--- config.mk ---
export PLATFORM = sky130hd
export DESIGN_NAME = tt_sweep_capture
export DESIGN_NICKNAME = d
export VERILOG_FILES = /design/src/rtl/tt_pkg.sv /design/src/rtl/tt_misr.sv /design/src/rtl/tt_sweep_capture.sv
export SDC_FILE = /design/constraint.sdc
export NUM_CORES = 1
export LEC_CHECK = 0
export CAP_MARGIN = 20
export CORE_ASPECT_RATIO = 0.8
export CORE_MARGIN = 2
export CORE_UTILIZATION = 48
export DETAILED_ROUTE_END_ITERATION = 10
export GPL_TIMING_DRIVEN = 0
export PLACE_DENSITY = 0.69
export SLEW_MARGIN = 10
export SYNTH_ARGS = -nofsm -noshare
export SYNTH_HDL_FRONTEND = slang
export SYNTH_HIERARCHICAL = 1
export SYNTH_SLANG_ARGS = --single-unit
--- constraint.sdc ---
create_clock -name clk -period 8.6 [get_ports clk]
set_input_delay 2.58 -clock clk [delete_from_list [all_inputs] [get_ports clk]]
set_output_delay 2.58 -clock clk [all_outputs]
set_load 0.05 [all_outputs]
--- src/rtl/tt_pkg.sv ---
// Shared types and constants for the truth-table sweep/capture stage.
package tt_pkg;

  typedef enum logic [1:0] {IDLE, APPLY, EMIT, FIN} tt_state_e;

  localparam int unsigned TT_IDX_W = 6;
  localparam logic [31:0] CRC_POLY = 32'h04C11DB7;
  localparam logic [31:0] CRC_INIT = 32'hFFFFFFFF;

  // Truth-table width for an n-input circuit.
  function automatic int unsigned tt_w(input int unsigned n);
    return 32'd1 << n;
  endfunction

endpackage

--- src/rtl/tt_misr.sv ---
// CRC32 MISR: folds one zero-extended truth-table word per enable, MSB first,
// as a single-cycle equivalent of 32 serial Galois steps.
module tt_misr
  import tt_pkg::*;
#(
  parameter int DW = 16
) (
  input  logic          clk,
  input  logic          rst_n,
  input  logic          load,
  input  logic          en,
  input  logic [DW-1:0] data,
  output logic [31:0]   sig
);

  logic [31:0] data_z;
  logic [31:0] sig_nxt;
  logic        fb;

  assign data_z = 32'(data);

  always_comb begin
    sig_nxt = sig;
    fb      = 1'b0;
    for (int b = 31; b >= 0; b--) begin
      fb      = sig_nxt[31] ^ data_z[b];
      sig_nxt = {sig_nxt[30:0], 1'b0} ^ (fb ? CRC_POLY : 32'h0);
    end
  end

  always_ff @(posedge clk or negedge rst_n) begin
    if (!rst_n)    sig <= CRC_INIT;
    else if (load) sig <= CRC_INIT;
    else if (en)   sig <= sig_nxt;
  end

endmodule

--- src/rtl/tt_sweep_capture.sv ---
// Exhaustive sweep of a combinational circuit, streaming one truth-table word
// per output. Optional CRC32 signature output enabled by TT_SIGNATURE_EN.
module tt_sweep_capture
  import tt_pkg::*;
#(
  parameter int N_IN   = 4,
  parameter int N_OUT  = 12,
  parameter int SETTLE = 0
) (
  input  logic                    clk,
  input  logic                    rst_n,
  input  logic                    start,
  output logic                    busy,
  output logic                    done,
  output logic [N_IN-1:0]         dut_x,
  input  logic [N_OUT-1:0]        dut_f,
  output logic                    tt_valid,
  input  logic                    tt_ready,
  output logic [TT_IDX_W-1:0]     tt_idx,
  output logic [tt_w(N_IN)-1:0]   tt_data,
`ifdef TT_SIGNATURE_EN
  output logic [31:0]             sig,
`endif
  output tt_state_e               dbg_state
);

  localparam int                   TW       = tt_w(N_IN);
  localparam int                   CNT_W    = 4;
  localparam logic [CNT_W-1:0]     CNT_LAST = CNT_W'(SETTLE);
  localparam logic [N_IN-1:0]      PAT_LAST = '1;
  localparam logic [TT_IDX_W-1:0]  K_LAST   = TT_IDX_W'(N_OUT - 1);

  tt_state_e             state, state_nx;
  logic [CNT_W-1:0]      cnt;
  logic [TT_IDX_W-1:0]   k;
  logic [TW-1:0]         cap [N_OUT];
  logic                  sample, last_pat, hs, last_word;

  // Stream handshake: a word transfers on a rising edge where tt_valid and
  // tt_ready are both high; while tt_ready is low the word is held unchanged.
  assign sample    = (state == APPLY) && (cnt == CNT_LAST);
  assign last_pat  = (dut_x == PAT_LAST);
  assign hs        = (state == EMIT) && tt_ready;
  assign last_word = (k == K_LAST);

  always_ff @(posedge clk or negedge rst_n) begin
    if (!rst_n) state <= IDLE;
    else        state <= state_nx;
  end

  always_comb begin
    state_nx = state;
    case (state)
      IDLE:    if (start) state_nx = APPLY;
      APPLY:   if (sample && last_pat) state_nx = EMIT;
      EMIT:    if (hs && last_word) state_nx = FIN;
      FIN:     state_nx = IDLE;
      default: state_nx = IDLE;
    endcase
  end

  always_comb begin
    busy      = (state == APPLY) || (state == EMIT);
    done      = (state == FIN);
    tt_valid  = (state == EMIT);
    tt_idx    = k;
    dbg_state = state;
    tt_data   = '0;
    for (int j = 0; j < N_OUT; j++) begin
      if ((state == EMIT) && (k == TT_IDX_W'(j))) tt_data = cap[j];
    end
  end

  // dut_x doubles as the pattern counter, so it holds the last pattern after the sweep.
  always_ff @(posedge clk or negedge rst_n) begin
    if (!rst_n) begin
      cnt   <= '0;
      k     <= '0;
      dut_x <= '0;
      for (int j = 0; j < N_OUT; j++) cap[j] <= '0;
    end else begin
      case (state)
        IDLE: if (start) begin
          cnt   <= '0;
          k     <= '0;
          dut_x <= '0;
        end
        APPLY: begin
          if (sample) begin
            for (int j = 0; j < N_OUT; j++) cap[j][dut_x] <= dut_f[j];
            cnt <= '0;
            k   <= '0;
            if (!last_pat) dut_x <= dut_x + 1'b1;
          end else begin
            cnt <= cnt + 1'b1;
          end
        end
        EMIT: if (hs && !last_word) k <= k + 1'b1;
        default: ;
      endcase
    end
  end

`ifdef TT_SIGNATURE_EN
  tt_misr #(.DW(TW)) u_misr (
    .clk   (clk),
    .rst_n (rst_n),
    .load  ((state == IDLE) && start),
    .en    (hs),
    .data  (tt_data),
    .sig   (sig)
  );
`endif

endmodule
==> results of run 1 <==
[per-stage QoR]
| stage | hold WS, ps | TNS [ps] |
|---|---|---|
| global route | 513.8 | 0 |
| detailed placement | 484.9 | 0 |
| finish | 497.8 | 0 |
| global placement | 478.1 | -816760 |
| floorplan | 470.1 | 0 |
| CTS | 498.7 | 0 |
[critical path: cells and delay by family, from the launching register on]
| kind | cells | cell delay [ps] |
|---|---|---|
| adder cells (fa/ha/maj) | 1 | 160 |
| AND/OR/NAND/NOR | 2 | 1140 |
| AO/OA/AOI/OAI | 2 | 370 |
| flip-flops | 1 | 430 |
| buffers and inverters | 4 | 2050 |
[metal layers]
layer	routed length [um]	track usage (%)	part of all wire, %	up-vias
met3	2563	5.695	8.6	49
li1	-	-	-	3309
met2	12780	40.03	43	352
met4	608	6.178	2.0	0
met5	0	0	0	-
met1	13810	40.31	46	3905
[synthesized netlist by cell type (all sizes together) (3+ instances only)]
| library cell | number | area share [%] |
|---|---|---|
| dfrtp | 208 | 51 |
| mux2 | 193 | 21 |
| nand2 | 58 | 2.1 |
| clkbuf | 50 | 1.8 |
| o21ai | 33 | 1.6 |
| nand3 | 29 | 1.5 |
| a22oi | 22 | 1.6 |
| nor2 | 22 | 0.84 |
| nor2b | 20 | 1.2 |
| nor3 | 17 | 0.84 |
| o211ai | 17 | 1.5 |
| inv | 15 | 0.55 |
| a31oi | 14 | 0.86 |
| ha | 14 | 1.7 |
| a21oi | 13 | 0.68 |
| a221oi | 13 | 1.1 |
| buf | 13 | 0.64 |
| o22ai | 12 | 0.74 |
| and3 | 11 | 0.69 |
| a22o | 9 | 0.77 |
| and2 | 8 | 0.49 |
| a2bb2oi | 5 | 0.43 |
| a32o | 5 | 0.49 |
| nand2b | 5 | 0.31 |
| o31ai | 4 | 0.29 |
| or3 | 4 | 0.25 |
| a2111oi | 3 | 0.44 |
| a211o | 3 | 0.26 |
| mux2i | 3 | 0.29 |
| nand3b | 3 | 0.22 |
| nand4 | 3 | 0.18 |
| o22a | 3 | 0.26 |
| xor2 | 3 | 0.26 |
[final cells by class]
type	instances	area (sq um)	area share (%)
Clock inverter	7	87.58	0.7444
Inverter	17	63.81	0.5424
Clock buffer	32	659.4	5.605
Timing Repair Buffer	49	501.7	4.265
Buffer	63	252.7	2.148
Tap cell	269	336.6	2.861
Sequential cell	208	5205	44.24
Multi-Input combinational cell	573	4658	39.59
[flip-flops by register name, summed over array words and instances, names as in the netlist]
register	count
cnt	4
cap	192
dbg_state	2
dut_x	4
tt_idx	6
[where the power goes]
group          total [mW]  switching (mW)  internal [mW]
Sequential           1.44           0.171           1.27
Clock               0.984           0.393          0.591
Combinational        1.62           0.988          0.629
[final timing paths]
| path | start | end | slack (ps) | depth (start not counted) |
|---|---|---|---|---|
| max | tt_idx[0] | tt_data[2] | 1350 | 9 |
| min | cap[1] | cap[1] | 500 | 1 |
| max reg2reg | tt_idx[0] | tt_idx[2] | 5770 | 7 |
| min reg2reg | cap[1] | cap[1] | 500 | 1 |
| max in group asynchronous | rst_n | cap[164] | 5490 | 2 |
| min in group asynchronous | rst_n | cap[22] | 2090 | 1 |
[cell families (layout without fill, tap and decap cells)]
group / after synthesis / count (layout) / share of synthesized area [%]
AND/OR/NAND/NOR: 187 / 187 / 9.636
AO/OA/AOI/OAI: 172 / 172 / 12.41
XOR/XNOR: 4 / 4 / 0.3442
multiplexers: 196 / 196 / 21.64
flip-flops: 208 / 208 / 51.13
adder cells (fa/ha/maj): 14 / 14 / 1.721
buffers and inverters: 80 / 168 / 3.110
==> metrics.yaml, run 1 <==
antenna_cells: 0
grt.total_usage_pct: 26.85
arrival_ps: 4670
yosysSeqAreaShare_pct: 51.13
crit_fanout: 10
antenna_found_initial: 0
maxSlewHeadroom_pct: 38.89
worstSetupPathType: "reg2out"
grt_pass1_wl_um: 45930
crit_chain: "inv_1, ha_1, clkbuf_1, clkbuf_1, nand3_1, nor2_1, a22oi_1, o21ai_0, clkdlybuf4s50_1"
finalSetupViolCount: 0
layout-drive-gt1-share_pct: 26.77
async_flop_share_pct: 100.0
start_util_pct: 49.04
htreeDepth: 1
wl_per_cell_um: 24.43
timing.fmax_mhz: 137.9
overflow: 0
post-cts-setup-buffers: 0
yosysUniqueCellTypes: 60
grt_pass1_vias: 7521
row_count: 47
ys_seq_elements: 208
placed_area_sq_mm: 0.01102
crit_path_top_delay_cell: "clkdlybuf4s50_1"
stdcell_count: 1218
start_kind: "register"
tritoncts: "done"
grt_max_degree: 110
finalHoldViolCount: 0
slew_viol_final: 0
die_area_sq_mm: 0.02240
clock-sinks: 208
place_ws_ps: 2067
fin_util_pct: 56.68
final_area_sq_mm: 0.01177
required_ps: 6020
synth_edf_count: 0
cts_buffers: 22
dr.pass1.iters: 7
setup_slack_ps: 1349
final_antenna_net_count: 0
io_buffers: 46
die_w_um: 166.8
layout_common_cells: "208 x dfrtp_1, 193 x mux2_2, 58 x nand2_1, 54 x clkbuf_1, 45 x clkdlybuf4s50_1"
power_mw: 4.045
placed_cells: 1179
drc: 0
via_count: 7615
final_nets: 964
cap_violations: 0
synth_fp_nets: 891
synth_warnings: 6
globalplace.congestion: 0.9170
cellPowerDensity_mw_per_mm2: 343.8
crit_top_cell: "clkbuf_1"
coreArea_sq_mm: 0.02076
cts_buffer_depth: 3
routed_wl_um: 29760
io-pin-count: 47
hpwl_um: 20990
end_kind: "primary output"
dieHeight_um: 134.3
grt_setup_unrepaired: "false"
cts_hold_buf: 0
fillCellCount: 1795
min_period_ps: 7251
cpPeakStageDelay_ps: 850
post-route-period-util_pct: 84.32
synth_cells: 861
run_status: "finished clean"
synth.avg_cell_area_sq_um: 11.82
finClkSkew_ps: 7.473
synth_area_sq_mm: 0.01018
insertion_delay_ps: 510
ir_worst_vdd_uv: 193.1
synth_ff_type: "dfrtp_1"
area.growth.synth_to_final_pct: 15.57
tightest_slew_ps: 916.7
vias_per_cell: 6.252
final_common_cell: "dfrtp_1"
worst_hold_path_type: "reg2reg"
clk_pin_slew_ps: 60
cts_resized: 0
clock_tree.root_cell: "clkbuf_16"
leakage_nw: 4.844
initialDrtViolationCount: 876
Note: power is estimated with default switching activity, not from simulation.
==> run 2, diff against run 1 <==
==> constraint.sdc (replaced) <==
create_clock -name clk -period 7.1 [get_ports clk]
set_input_delay 2.13 -clock clk [delete_from_list [all_inputs] [get_ports clk]]
set_output_delay 2.13 -clock clk [all_outputs]
set_load 0.05 [all_outputs]
==> results of run 2 <==
Same layout as run 1 (identical final DEF). Status: finished clean.
Among the figures that moved: setup slack after placement 2067 ps -> 1017 ps; setup slack after layout 1349 ps -> 298.9 ps; register-to-register setup slack 5770 ps -> 4270 ps; total power 4.045 mW -> 4.900 mW; worst IR drop on VDD 193.1 uV -> 233.8 uV
